[config.mk]
export PLATFORM = sky130hd
export DESIGN_NAME = dispenser_scheduler
export DESIGN_NICKNAME = d
export VERILOG_FILES = /design/src/rtl/dispenser_pkg.sv /design/src/rtl/dispense_timer.sv /design/src/rtl/dispenser_scheduler.sv
export SDC_FILE = /design/constraint.sdc
export NUM_CORES = 1
export LEC_CHECK = 0
export CAP_MARGIN = 30
export CORE_ASPECT_RATIO = 2
export CORE_MARGIN = 5
export CORE_UTILIZATION = 31
export CTS_CLUSTER_DIAMETER = 40
export CTS_CLUSTER_SIZE = 12
export DETAILED_ROUTE_END_ITERATION = 10
export GPL_TIMING_DRIVEN = 0
export PLACE_DENSITY_LB_ADDON = 0.25
export SYNTH_ARGS = -nofsm -noshare
export SYNTH_HDL_FRONTEND = slang
export SYNTH_SLANG_ARGS = --single-unit
export TNS_END_PERCENT = 1
[constraint.sdc]
create_clock -name clk -period 7.02 [get_ports clk]
set_clock_uncertainty 0.05 [all_clocks]
set_input_delay 1.404 -clock clk [delete_from_list [all_inputs] [get_ports clk]]
set_output_delay 1.404 -clock clk [all_outputs]
set_load 0.01 [all_outputs]
[src/rtl/dispenser_pkg.sv]
// Shared types for the drink dispenser scheduler.
// State encoding, drink codes and pour-length lookup.
package dispenser_pkg;

    typedef enum logic [2:0] {
        IDLE  = 3'd0,
        PRIME = 3'd1,
        POUR  = 3'd2,
        DRIP  = 3'd3,
        DONE  = 3'd4
    } state_t;

    typedef enum logic [1:0] {
        NONE = 2'b00,
        D1   = 2'b01,
        D2   = 2'b10,
        D3   = 2'b11
    } drink_t;

    function automatic int pour_cycles(
        input drink_t code,
        input int     c1,
        input int     c2,
        input int     c3
    );
        case (code)
            D1:      return c1;
            D2:      return c2;
            D3:      return c3;
            default: return 0;
        endcase
    endfunction

endpackage

[src/rtl/dispense_timer.sv]
// Loadable down-counter for the dispense phases.
// Holds at zero instead of wrapping.
module dispense_timer #(
    parameter int CNT_W = 5
) (
    input  logic             clk,
    input  logic             reset,
    input  logic             load,
    input  logic [CNT_W-1:0] value,
    output logic             zero
);

    logic [CNT_W-1:0] cnt;

    always_ff @(posedge clk) begin
        if (reset) begin
            cnt <= '0;
        end else if (load) begin
            cnt <= value;
        end else if (cnt != '0) begin
            cnt <= cnt - CNT_W'(1);
        end
    end

    assign zero = (cnt == '0);

endmodule

[src/rtl/dispenser_scheduler.sv]
// Round-robin arbiter and dispense sequencer for one shared
// drink valve: PRIME, POUR, DRIP, DONE.
module dispenser_scheduler
    import dispenser_pkg::*;
#(
    parameter int N_REQ     = 3,
    parameter int PRIME_CYC = 2,
    parameter int POUR1_CYC = 8,
    parameter int POUR2_CYC = 12,
    parameter int POUR3_CYC = 16,
    parameter int DRIP_CYC  = 3,
    parameter int CNT_W     = 5
) (
    input  logic               clk,
    input  logic               reset,
    input  logic [N_REQ-1:0]   req,
    input  logic [2*N_REQ-1:0] drink,
    input  logic               abort,
    output logic [N_REQ-1:0]   gnt,
    output logic               valve,
    output logic [1:0]         disp_sel,
    output logic               busy,
    output logic [N_REQ-1:0]   done,
    output logic [N_REQ-1:0]   err
);

    state_t           state, nstate;
    drink_t           sel_q, nsel;
    logic [1:0]       ptr, nptr;
    logic [1:0]       gidx, ngidx;
    logic             aborted, naborted;
    logic [N_REQ-1:0] ngnt, ndone, nerr;
    logic             nvalve;

    logic             t_load;
    logic [CNT_W-1:0] t_val;
    logic             t_zero;

    logic             pick_ok;
    logic [1:0]       pick_idx;
    logic [N_REQ-1:0] pick_oh;
    drink_t           pick_code;
    int               idx;

    function automatic logic [1:0] next_ptr(input logic [1:0] i);
        return (i == 2'(N_REQ - 1)) ? 2'd0 : i + 2'd1;
    endfunction

    dispense_timer #(.CNT_W(CNT_W)) u_timer (
        .clk   (clk),
        .reset (reset),
        .load  (t_load),
        .value (t_val),
        .zero  (t_zero)
    );

    // first requester at or after ptr, wrapping
    always_comb begin
        pick_ok  = 1'b0;
        pick_idx = 2'd0;
        idx      = 0;
        for (int k = 0; k < N_REQ; k++) begin
            idx = (int'(ptr) + k) % N_REQ;
            if (!pick_ok && req[idx]) begin
                pick_ok  = 1'b1;
                pick_idx = 2'(idx);
            end
        end
        pick_oh   = N_REQ'(1) << pick_idx;
        pick_code = drink_t'(drink[{pick_idx, 1'b0} +: 2]);
    end

    always_comb begin
        nstate   = state;
        nsel     = sel_q;
        nptr     = ptr;
        ngidx    = gidx;
        naborted = aborted;
        ngnt     = gnt;
        nvalve   = valve;
        ndone    = '0;
        nerr     = '0;
        t_load   = 1'b0;
        t_val    = '0;
        unique case (state)
            IDLE: begin
                if (pick_ok) begin
                    if (pick_code != NONE) begin
                        nstate = PRIME;
                        ngnt   = pick_oh;
                        nsel   = pick_code;
                        ngidx  = pick_idx;
                        t_load = 1'b1;
                        t_val  = CNT_W'(PRIME_CYC - 1);
                    end else begin
                        nerr = pick_oh;
                        nptr = next_ptr(pick_idx);
                    end
                end
            end
            PRIME, POUR: begin
                if (abort) begin
                    nstate   = DRIP;
                    nvalve   = 1'b0;
                    naborted = 1'b1;
                    t_load   = 1'b1;
                    t_val    = CNT_W'(DRIP_CYC - 1);
                end else if (t_zero && state == PRIME) begin
                    nstate = POUR;
                    nvalve = 1'b1;
                    t_load = 1'b1;
                    t_val  = CNT_W'(pour_cycles(sel_q, POUR1_CYC,
                                 POUR2_CYC, POUR3_CYC) - 1);
                end else if (t_zero) begin
                    nstate = DRIP;
                    nvalve = 1'b0;
                    t_load = 1'b1;
                    t_val  = CNT_W'(DRIP_CYC - 1);
                end
            end
            DRIP: begin
                if (t_zero) begin
                    if (aborted) begin
                        nstate   = IDLE;
                        nerr     = gnt;
                        ngnt     = '0;
                        nsel     = NONE;
                        nptr     = next_ptr(gidx);
                        naborted = 1'b0;
                    end else begin
                        nstate = DONE;
                        ndone  = gnt;
                    end
                end
            end
            DONE: begin
                nstate = IDLE;
                ngnt   = '0;
                nsel   = NONE;
                nptr   = next_ptr(gidx);
            end
            default: nstate = IDLE;
        endcase
    end

    always_ff @(posedge clk) begin
        if (reset) begin
            state   <= IDLE;
            sel_q   <= NONE;
            ptr     <= 2'd0;
            gidx    <= 2'd0;
            aborted <= 1'b0;
            gnt     <= '0;
            valve   <= 1'b0;
            busy    <= 1'b0;
            done    <= '0;
            err     <= '0;
        end else begin
            state   <= nstate;
            sel_q   <= nsel;
            ptr     <= nptr;
            gidx    <= ngidx;
            aborted <= naborted;
            gnt     <= ngnt;
            valve   <= nvalve;
            busy    <= (nstate != IDLE);
            done    <= ndone;
            err     <= nerr;
        end
    end

    assign disp_sel = sel_q;

endmodule
# ---- Yosys cells after proc, flatten, opt, wreduce, memory -nomap -nowiden
# Cells that the tools add are included.
dict set report classes {
  add_sub_neg 6
  div 3
  order_cmp 3
  n_eq_ne 15
  n_shift 2
  muxes 68
  bitwise 2
  reduce_logical 22
}
# cell n
set op_table {}
lappend op_table {{< comparator 32 x 4 -> 1 bit, second input constant} 3}
lappend op_table {{modulo 32 x 3 -> 32 bit, second input constant} 2}
lappend op_table {{two-way mux 3 bit} 15}
lappend op_table {{two-way mux 5 bit} 7}
lappend op_table {{modulo 3 x 3 -> 32 bit, second input constant} 1}
lappend op_table {{two-way mux 2 bit} 14}
lappend op_table {{two-way mux 1 bit} 20}
lappend op_table {{one-hot mux 3 bit (3 select lines)} 2}
lappend op_table {{one-hot mux 5 bit (3 select lines)} 1}
lappend op_table {{inequality test 2 bit, second input constant} 6}
lappend op_table {{one-hot mux 2 bit (3 select lines)} 2}
lappend op_table {{one-hot mux 5 bit (2 select lines)} 1}
lappend op_table {{AND reduction 5 bit} 2}
lappend op_table {{nonzero test 3 bit} 3}
lappend op_table {{== test 2 bit, second input constant} 4}
lappend op_table {{binary-select mux 1 bit (select 2 bit)} 3}
lappend op_table {{== test 3 x 2 -> 1 bit, second input constant} 2}
lappend op_table {{one-hot mux 3 bit (2 select lines)} 1}
lappend op_table {{AND reduction 3 bit} 2}
lappend op_table {{nonzero test 2 bit} 3}
lappend op_table {{indexed part select 6 x 4 -> 2 bit} 1}
lappend op_table {{logical NOT 5 bit} 1}
lappend op_table {{nonzero test 5 bit} 1}
lappend op_table {{subtractor 5 x 1 -> 5 bit, second input constant} 1}
lappend op_table {{17 further kinds} 23}
dict set report word_totals {
  regBits 26
  input_bits 12
  output_inout_bits 13
  elab_cells 132
}

# ---- Depth between registers and ports, before layout
dict set report depth {
  ltp_word 17
  depth_mapped 11
}

# ---- Modules after synthesis
# A second synthesis with hierarchy kept.
dict set report unflattened {
  hier_cells 202
  hier_area_um2 1699.1
}
# module n_inst cells_each area_per_inst_um2 seq_area_each_um2
set modules_own_cells {}
lappend modules_own_cells {dispenser_scheduler 1 170 1411.4 420.4}
lappend modules_own_cells {dispense_timer 1 32 287.8 100.1}

# ---- Least setup slack after synthesis
# OpenSTA, ideal clock, no wires.
dict set report synth_timing {
  path_type {input port to flip-flop}
  from {input port req[0]}
  to {register busy}
  setup_ns 0.120
  arrival_time_ns 3.241
  slack_ns 3.609
  cell_stages 8
  cell_sequence {mux2_4 a21oi_4 or3b_1 a32oi_2 a32o_2 buf_2 o32ai_1 a211o_1}
}
dict set report synth_between {
  elab_chain_len 16
  elab_cells_between_ends 25
  classes_between {shift: 1; mux: 18; reduce/logical: 6}
}
# element line_no
set synth_rtl {}
lappend synth_rtl {{start, declared} dispenser_scheduler.sv:16} ;# input logic [N_REQ-1:0] req,
lappend synth_rtl {{binary-select mux 1 bit (select 2 bit)} dispenser_scheduler.sv:64} ;# if (!pick_ok && req[idx]) begin
lappend synth_rtl {{two-way mux 1 bit (not written as such) (2 in series)} dispenser_scheduler.sv:64}
lappend synth_rtl {{two-way mux 1 bit} dispenser_scheduler.sv:64}
lappend synth_rtl {{logical NOT 1 bit} dispenser_scheduler.sv:64}
lappend synth_rtl {{logical AND 1 bit} dispenser_scheduler.sv:64}
lappend synth_rtl {{two-way mux 1 bit} dispenser_scheduler.sv:64}
lappend synth_rtl {{logical NOT 1 bit} dispenser_scheduler.sv:64}
lappend synth_rtl {{logical AND 1 bit} dispenser_scheduler.sv:64}
lappend synth_rtl {{two-way mux 2 bit} dispenser_scheduler.sv:64}
lappend synth_rtl {{indexed part select 6 x 4 -> 2 bit} dispenser_scheduler.sv:70} ;# pick_code = drink_t'(drink[{pick_idx, 1'b0} +: 2]);
lappend synth_rtl {{nonzero test 2 bit} dispenser_scheduler.sv:88} ;# if (pick_code != NONE) begin
lappend synth_rtl {{two-way mux 3 bit} dispenser_scheduler.sv:88}
lappend synth_rtl {{two-way mux 3 bit *} dispenser_scheduler.sv:87} ;# if (pick_ok) begin
lappend synth_rtl {{one-hot mux 3 bit (3 select lines) *} dispenser_scheduler.sv:85} ;# unique case (state)
lappend synth_rtl {{nonzero test 3 bit *} dispenser_scheduler.sv:166} ;# busy <= (nstate != IDLE);
lappend synth_rtl {{end signal, assigned} dispenser_scheduler.sv:166}
lappend synth_rtl {{end, declared} dispenser_scheduler.sv:22} ;# output logic busy,
# Every way passes the cells marked *; elsewhere a longest branch is shown, timed or not. The select of a mux whose other input is x is not followed.
# A chain may end at the register's enable or synchronous reset.

# ---- Worst setup path in the final report
dict set report layout_timing {
  from {input port req[2]}
  to {register gnt[1]}
}
dict set report layout_between {
  elab_chain_len 14
  elab_cells_between_ends 28
  classes_between {eq/ne: 2; shift: 2; mux: 18; reduce/logical: 6}
}
# element line_no
set layout_rtl {}
lappend layout_rtl {{binary-select mux 1 bit (select 2 bit)} dispenser_scheduler.sv:64}
lappend layout_rtl {{two-way mux 1 bit (not written as such) (2 in series)} dispenser_scheduler.sv:64}
lappend layout_rtl {{two-way mux 1 bit} dispenser_scheduler.sv:64}
lappend layout_rtl {{logical NOT 1 bit} dispenser_scheduler.sv:64}
lappend layout_rtl {{logical AND 1 bit} dispenser_scheduler.sv:64}
lappend layout_rtl {{two-way mux 1 bit} dispenser_scheduler.sv:64}
lappend layout_rtl {{logical NOT 1 bit} dispenser_scheduler.sv:64}
lappend layout_rtl {{logical AND 1 bit} dispenser_scheduler.sv:64}
lappend layout_rtl {{two-way mux 2 bit} dispenser_scheduler.sv:64}
lappend layout_rtl {{indexed part select 6 x 4 -> 2 bit or << shifter 1 x 2 -> 3 bit (tied branches)} {dispenser_scheduler.sv:70, dispenser_scheduler.sv:69}}
lappend layout_rtl {{nonzero test 2 bit or two-way mux 3 bit (tied branches)} dispenser_scheduler.sv:88}
lappend layout_rtl {{inequality test 2 bit (no source line) or two-way mux 3 bit (tied branches)} -}
lappend layout_rtl {{AND reduction 4 bit (no source line) or one-hot mux 3 bit (3 select lines) (tied branches)} -}
lappend layout_rtl {{end signal, assigned} dispenser_scheduler.sv:164} ;# gnt <= ngnt;
lappend layout_rtl {{end, declared} dispenser_scheduler.sv:19} ;# output logic [N_REQ-1:0] gnt,
# Parallel ways exist; a longest one is shown, timed or not. The select of a mux whose other input is x is not followed.

==> results.ini <==
[critical_path]
start_kind=input port
critPathMaxFanout=10
r2r_slack_ns=3.93
crit_chain=clkdlybuf4s50_1 > and3b_1 > a211oi_2 > a211o_1 > and2_1 > a32o_2 > buf_2 > a21oi_1 > o32ai_1
end_kind=flip-flop
crit_slowest_cell=clkdlybuf4s50_1
worstPathRequired_ns=7.11
slowest_delay_ns=0.63
cp.arrival_ns=4.10
path_class=input port to flip-flop

[die]
rows=36
io_pins=25
die_area_um2=6680
fp.dieH_um=111
start_util_pct=32.0
die_w_um=60.4
coreArea_um2=4910

[timing]
min_period_over_period_pct=57.2
holdWs_ns=0.453
hold_violations=0
period_needed_ns=4.01
tightest_slew_ns=0.739
slew_violations=0
max_freq_ghz=0.249
fin_ws_ns=3.01
slew_headroom_pct=50.1
setup_tns_ns=0
grt_setup_unrepaired=false
finalSetupViolations=0

[logic_synthesis]
syn_nets=204
synthMuxAreaShare_pct=2.86
synth.avg_cell_area_um2=8.41
synth-seq-cells=26
ys_seq_area_share_pct=33.1
synth_edf_count=0
ys_warn_count=0
synth_top_family_by_area=compound AO/OA/AOI/OAI gates
synth_xor_area_share_pct=2.23
ys.flop_type=dfxtp_1
netlist_instances=187
synthSimpleGateAreaFrac_pct=24.7
yosysUniqueCellTypes=62
synthAdderAreaFrac_pct=3.98
synthArstFlopShare_pct=0
netlist_area_um2=1570
synth_compound_area_share_pct=29.0

[clock_network]
cts_buffers=3
clk_pin_slew_ns=0.09
cts.sinks=26
clock_latency_ns=0.27
cts-root-buf=clkbuf_8
htreeDepth=1
cts.repair.resized=0
cts_tree=yes
holdBufCountCts=0
cts_setup_buffers=0
cts_buffer_depth=2

[place]
globalplace.congestion=0.871
dp_slack_ns=2.76
numPortBuffers=24
place_area_um2=1880
post-dp-hpwl_um=3390
dpl.cell_count=268

[global_routing]
busiest_layer=met2
grt_max_degree=15
gr-usage-all-layers_pct=13.7
grt_overflow=0
antenna_found_initial=0
use_met3_pct=1.40
met2_usage_pct=25.5
grt_pass1_wl_um=7230
grt_pass1_vias=1505
use_met1_pct=14.6

[min_path]
worstHoldPathType=flip-flop to flip-flop

[pwr]
ir_drop_uv=277
p_total_mw=0.789
power_density_nw_per_um2=407
p_leak_nw=0.697

[routing]
routed_via_density=5.43
drt_wl_total_um=4270
remaining_drc_errors=0
via_count=1478
drt_iter0_markers=49
routedWlPerCell_um=15.7
dr.pass1.iters=4
antenna_left=0

[final_layout]
diodes=0
drive_gt1_share_pct=7.91
fin_area_um2=1940
syn_to_final_growth_pct=23.3
final_common_cell=dfxtp_1
post-route-util_pct=39.5
final_cells=272
nNetsFinal=233
layout_common_cells=dfxtp_1, clkdlybuf4s50_1, nor2_1

[outcome]
outcome=complete, no violations

[flow_run]
maxCapViolations=0

==> final timing paths <==
kind                            cells after the start            startpoint                    to
worst max-delay path                                9                req[2]   gnt[1]$_SDFFE_PP0P_
worst min-delay path                                2  gidx[1]$_SDFFE_PP0P_  gidx[1]$_SDFFE_PP0P_
worst max register to register                     11   ptr[1]$_SDFFE_PP0P_   gnt[1]$_SDFFE_PP0P_
worst min register to register                      2  gidx[1]$_SDFFE_PP0P_  gidx[1]$_SDFFE_PP0P_
==> cells in the mapped netlist, drive strengths merged, types with 2 or more instances <==
| master | n | area [um2] |
|---|---|---|
| dfxtp | 26 | 521 |
| nor2 | 19 | 71.3 |
| a21oi | 15 | 86.3 |
| nand2 | 14 | 52.6 |
| o21ai | 10 | 50.1 |
| and2 | 9 | 57.6 |
| inv | 7 | 26.3 |
| o211ai | 6 | 45.0 |
| clkbuf | 5 | 18.8 |
| ha | 5 | 62.6 |
| nand2b | 5 | 31.3 |
| or3 | 4 | 25.0 |
| a211oi | 3 | 32.5 |
| a32oi | 3 | 33.8 |
| buf | 3 | 20.0 |
| mux2i | 3 | 30.0 |
| nor3 | 3 | 15.0 |
| o31ai | 3 | 22.5 |
| xnor2 | 3 | 26.3 |
| a211o | 2 | 17.5 |
| and3b | 2 | 18.8 |
| nand3 | 2 | 10.0 |
| nor3b | 2 | 20.0 |
| o22ai | 2 | 12.5 |
| o31a | 2 | 18.8 |
| o32ai | 2 | 17.5 |
| or3b | 2 | 17.5 |
==> registers in the layout, indices dropped and copies added, names as in the netlist <==
name / cells
done: 3
busy: 1
valve: 1
ptr: 2
aborted: 1
err: 3
disp_sel: 2
state: 3
u_timer.cnt: 5
gnt: 3
gidx: 2
==> routing by layer <==
layer  wire length (um)  part of all wire (%)
met1               1650                    39
met2               2370                    56
met3                129                   3.0
met4                114                   2.7
met5                  0                     0
==> cells by family after synthesis <==
logic type	after synthesis
AND/OR/NAND/NOR	71
AO/OA/AOI/OAI	62
flip-flops	26
buffers and inverters	15
adder cells (fa/ha/maj)	5
XOR/XNOR	4
multiplexers	4
==> where the power goes <==
part           internal, mW  switching (mW)
clock network        0.0502          0.0466
registers             0.186          0.0261
logic                 0.198           0.282
total                 0.434           0.355
==> final cells by class <==
class | count | area, um2
Buffer | 8 | 38.8
Clock buffer | 4 | 55.1
Fill cell | 543 | 2970
Inverter | 7 | 26.3
Multi-Input combinational cell | 146 | 987
Sequential cell | 26 | 520
Tap cell | 57 | 71.3
Timing Repair Buffer | 24 | 240
==> critical path, delay by kind of cell <==
kind                   cells  cell delay, ns
AO/OA/AOI/OAI              5            1.28
buffers and inverters      2            0.82
AND/OR/NAND/NOR            2            0.61
No activity file was read; power rests on OpenSTA's default activity.
==> RTL edit 1, RTL diff (config.mk and constraints unchanged) <==
Reset style: asynchronous (`reset`), changed in 2 clocked blocks.
--- a/src/rtl/dispense_timer.sv
+++ b/src/rtl/dispense_timer.sv
@@ -13,5 +13,5 @@
     logic [CNT_W-1:0] cnt;
 
-    always_ff @(posedge clk) begin
+    always_ff @(posedge clk or posedge reset) begin
         if (reset) begin
             cnt <= '0;
--- a/src/rtl/dispenser_scheduler.sv
+++ b/src/rtl/dispenser_scheduler.sv
@@ -144,5 +144,5 @@
     end
 
-    always_ff @(posedge clk) begin
+    always_ff @(posedge clk or posedge reset) begin
         if (reset) begin
             state   <= IDLE;
Behaviour: differs if reset is asserted again (counterexample within 4 cycles, from zero or initial values and one cycle with reset high); with reset held inactive, the same outputs for 4 cycles.
==> RTL edit 1 against the original RTL <==
- sequential cell count is the same
- total power rose by 6.6%
- worst setup slack improved by 0.18 ns
- register-to-register slack barely moved
- cell area grew 5.7%
- combinational power increased by 7.1%
- die area increased by 4.6%
- via count down 6.7%
- area after synthesis rose by 5.3%
- non-clock buffer count decreased by 1
- routed wire length fell by 9.8%
- critical endpoint is now disp_sel[0]$_DFFE_PP0P_
- largest cell class unchanged
==> RTL edit 1: results (changes against the original RTL) <==
* Run status: finished clean
* Worst slack at placement at 2.87 ns (+0.109 ns)
* DR WL met3 at 69 µm (-47%)
* Slew margin rel. at 0.669 (+0.168)
* Switching power of the nets at 0.356 mW (+0.33%)
* Hold path startpoint: valve$_DFFE_PP0P_
* Top area cells in the synthesized netlist: dfrtp_1 39%, mux2i_1 6.0%, nor2_1 4.5%
* Largest stage delay on the critical path at 0.57 ns (-0.06 ns)
* Met1 WL at 1340 µm (-19%)
* Met2 routed WL at 2280 µm (-4.1%)
* Post-synthesis sequential area ratio at 0.393 (+0.0621)
* Synth Net Count at 196 (-3.9%)
* Non-clock buffering overhead at 0.144 (about the same)
* Multi-input gate count at 137 (-6.2%)
* Ys flop type: dfrtp_1
* Crit path capture: disp_sel[0]$_DFFE_PP0P_
* Die X at 61.7 µm (+2.2%)
* GR Util met1 at 0.126 (-0.0204)
* Via count at 1379 (-6.7%)
* Worst R2R Start: ptr[0]$_DFFE_PP0P_
* Synth async-reset ratio at 1.00 (+1.00)
* Sequential Area at 651 µm² (+25%)
* Final wirelength at 3850 µm (-9.8%)
* Initial DRC Count at 23 (-53%)
* Clk pwr share at 0.115 (-0.008)
* Number of global-route vias before repair at 1473 (-2.1%)
* Grt met2 use at 0.237 (-0.0185)
* FF-to-FF path depth at 10 (-1)
* Distinct cell type count after synthesis at 48 (-23%)
* Placed cells at 262 (-2.2%)
* Synth Instances at 179 (-4.3%)
* Gr usage total at 0.128 (-0.00910)
* Crit path launch: req[1]
* Share of cells above drive strength 1 at 0.106 (+0.0267)
* Final worst setup slack at 3.19 ns (+0.180 ns)
* Average wire per standard cell at 14.5 µm (-7.7%)
* Comb. pwr at 0.514 mW (+7.1%)
* Fill cells at 542 (-0.18%)
* Post-detail-place hpwl at 3170 µm (-6.4%)
* Final nets at 226 (-3.0%)
* Worst hold endpoint: valve$_DFFE_PP0P_
* Arrival @ worst endpoint at 3.95 ns (-0.15 ns)
* Cell Area, Placed at 2000 µm² (+5.9%)
* Fin area at 2050 µm² (+5.7%)
* First-pass GRT wire length at 6820 µm (-5.7%)
* Max IR drop VDD at 0.000252 V (-9.1%)
* Reg2reg setup slack at 3.92 ns (about the same)
* Placer Congestion at 0.765 (-12%)
* CP Max Fanout at 6 (-4)
* Pint at 0.485 mW (+12%)
* Leakage at 0.901 nW (+29%)
* WHS at 0.442 ns (-0.0109 ns)
* Non-clock buffer count at 31 (-3.1%)
* Inverter count at 10 (+3)
* M3 GR Usage at 0.0114 (-0.00257)
## RTL edit 1: cell types whose count changed after synthesis, sizes merged, moves of 3 or more
cell / change
dfxtp: -26
mux2i: +7
a211oi: -3
a21oi: -6
and2: -5
inv: +3
o211ai: -5
dfrtp: +26
nor2b: +3
nand3: +3
## RTL edit 1: worst register-to-register path, delay by kind of cell, from the launching register on
kind                       cells  cell delay, ns
AOI/OAI and AO/OA              4            1.17
adders and majority gates      1            0.34
muxes                          2            0.53
DFF                            1            0.39
buffers and inverters          2            0.27
and+or+nand+nor                1            0.25
## RTL edit 1: cell families after synthesis
group / Yosys count / share of synthesized area
simple gates: 72 / 0.227
flops: 26 / 0.393
buf+inv: 16 / 0.0393
mux: 13 / 0.0854
fa+ha+maj: 5 / 0.0378
xor+xnor: 4 / 0.0212
compound gates: 43 / 0.197
==> RTL edit 2, RTL diff (config.mk and constraints unchanged) <==
Made on the original files. `CNT_W` is set to 5 in 2 places; all go to 4.
--- a/src/rtl/dispense_timer.sv
+++ b/src/rtl/dispense_timer.sv
@@ -2,5 +2,5 @@
 // Holds at zero instead of wrapping.
 module dispense_timer #(
-    parameter int CNT_W = 5
+    parameter int CNT_W = 4
 ) (
     input  logic             clk,
--- a/src/rtl/dispenser_scheduler.sv
+++ b/src/rtl/dispenser_scheduler.sv
@@ -10,5 +10,5 @@
     parameter int POUR3_CYC = 16,
     parameter int DRIP_CYC  = 3,
-    parameter int CNT_W     = 5
+    parameter int CNT_W     = 4
 ) (
     input  logic               clk,
Behaviour: same outputs for any inputs over 10 cycles, from zero or initial values and one cycle with reset high; that may be too few to reach the edited logic, so the function may still have changed.
==> RTL edit 2 against the original RTL <==
- total power up 7.5%
- sequential power grew 3%
- worst hold slack worse by 0.045 ns
- area after synthesis is 3.3% higher
- sequential cell count is 1 lower
- routed wire length grew 8.2%
- cell area grew 2.5%
- via count up 14%
- worst setup slack gained 0.31 ns
- critical endpoint is now ptr[0]$_SDFFE_PP0P_
- highest routed layer unchanged
==> RTL edit 2: results (changes against the original RTL) <==
* Run status: finished clean
* Hold path cells at 2 (unchanged)
* Post-synthesis mux area share at 0.0593 (+0.0306)
* Compound-Gate Fraction of Synth Area at 0.269 (-0.0209)
* Post-Synth Adder-Cell Area at 0.0385 (-0.00129)
* Grt met2 use at 0.289 (+0.0335)
* FF-to-FF path depth at 10 (-1)
* Worst R2R End: ptr[0]$_SDFFE_PP0P_
* Hold path startpoint: valve$_SDFFE_PP0P_
* Leakage at 0.781 nW (+12%)
* Share of cells above drive strength 1 at 0.0733 (-0.00579)
* WHS at 0.407 ns (-0.0451 ns)
* Synth top cells by count: 25 x dfxtp_1, 20 x nor2_1, 17 x nand2_1, 14 x a21oi_1, 11 x inv_1
* Average wire per standard cell at 15.9 µm (+1.5%)
* Worst skew pair latency at 0.27 ns (about the same)
* Reg2reg setup slack at 4.18 ns (+0.25 ns)
* CP Max Fanout at 8 (-2)
* Distinct cell type count after synthesis at 58 (-6.5%)
* DRT Pass-1 Iters at 6 (+2)
* Slew margin rel. at 0.598 (+0.0969)
* Final wirelength at 4620 µm (+8.2%)
* CTS H-tree lvls at 1 (unchanged)
* First-pass GRT wire length at 7570 µm (+4.7%)
* Largest net degree at the start of global routing at 16 (+1)
* Worst hold endpoint: valve$_SDFFE_PP0P_
* Final nets at 250 (+7.3%)
* Ys flop type: dfxtp_1
* XOR/XNOR Fraction of Synth Area at 0.00539 (-0.0169)
* # diodes at 0 (unchanged)
* Worst R2R Start: ptr[0]$_SDFFE_PP0P_
* CTS buffer count at 3 (unchanged)
* M3 GR Usage at 0.0127 (-0.00133)
* Post-synth EDFFs at 0 (unchanged)
* Cell Area, Placed at 1940 µm² (+2.9%)
* Via count at 1681 (+14%)
* Worst slack at placement at 3.03 ns (+0.270 ns)
* Avg Cell Area, Syn at 7.97 µm² (-5.3%)
* CTS max path bufs at 2 (unchanged)
* Hold WC Path Type: flop to flop
* Placer Congestion at 0.881 (+1.2%)
* Synth async-reset ratio at 0 (unchanged)
* Clk Tree Root Cell: clkbuf_8
* Post-detail-place hpwl at 3800 µm (+12%)
* Post-synthesis sequential area ratio at 0.308 (-0.0230)
* Synth Net Count at 221 (+8.3%)
* Placed cells at 286 (+6.7%)
* Initial antenna violation count at 0 (unchanged)
* Number of gates resized after CTS at 0 (unchanged)
* Gr usage total at 0.141 (+0.00416)
* Setup violators final at 0 (unchanged)
* Switching share of total power at 0.470 (+0.0207)
* Top area cells in the synthesized netlist: dfxtp_1 31%, nor2_1 4.6%, a21oi_1 4.3%
* Grt peak-use layer: met2
* Initial DRC Count at 37 (-24%)
* Max IR drop VDD at 0.000198 V (-29%)
* Max reg flops at 4 (-1)
* GR Util met1 at 0.123 (-0.0237)
* Post-CTS Setup Bufs at 0 (unchanged)
* Yosys Warn Count at 0 (unchanged)
* Most flops, register: u_timer.cnt
==> RTL edit 2: cell count changes after synthesis, sizes merged, moves of 4 or more <==
cell	change
mux2i	+4
nand2	+4
inv	+4
o211ai	-4
==> RTL edit 2: worst max-delay path by stage <==
| stage | from | to | slack [ns] | cells after the start |
|---|---|---|---|---|
| 4_1_cts | req[1] | ptr[0]$_SDFFE_PP0P_ | 3.32 | 8 |
| 3_5_place_dp | req[1] | ptr[0]$_SDFFE_PP0P_ | 3.03 | 8 |
| 3_3_place_gp | req[1] | ptr[0]$_SDFFE_PP0P_ | 3.07 | 8 |
| 6_report | req[1] | ptr[0]$_SDFFE_PP0P_ | 3.32 | 8 |
| 5_1_grt | req[1] | ptr[0]$_SDFFE_PP0P_ | 3.23 | 8 |
| 2_1_floorplan | req[0] | ptr[0]$_SDFFE_PP0P_ | 3.94 | 7 |
==> RTL edit 2: layout make-up <==
type	instances	area, µm²
clock buffers	3	41.3
fillers	538	3150
flip-flops and latches	25	500
inverters	12	45.0
well taps	58	72.6
multi-input cells	160	1050
clock inverters	1	7.51
plain buffers	7	31.3
repair buffers	24	240
==> RTL edit 2: power groups by stage <==
stage	sequential [mW]	combinational, mW	clock [mW]
after global placement	0.222	0.536	0
final	0.218	0.539	0.0901
after detailed placement	0.223	0.538	0
after CTS	0.219	0.541	0.0916
after floorplan	0.223	0.380	0
after global routing	0.224	0.591	0.0955
==> RTL edit 2: worst max-delay path, cell delays in order <==
cell and delay (ns):
clkdlybuf4s50_1 0.61, inv_1 0.09, a211o_1 0.32, a311oi_2 0.44, a2bb2oi_1 0.24, a21o_2 0.18
o21a_1 0.18, mux2_2 0.35
==> RTL edit 2: per-layer routing <==
layer  part of all wire  routed length (µm)
met5                  0                   0
met1               0.33                1540
met3              0.025                 116
met2               0.62                2860
met4              0.021                  99
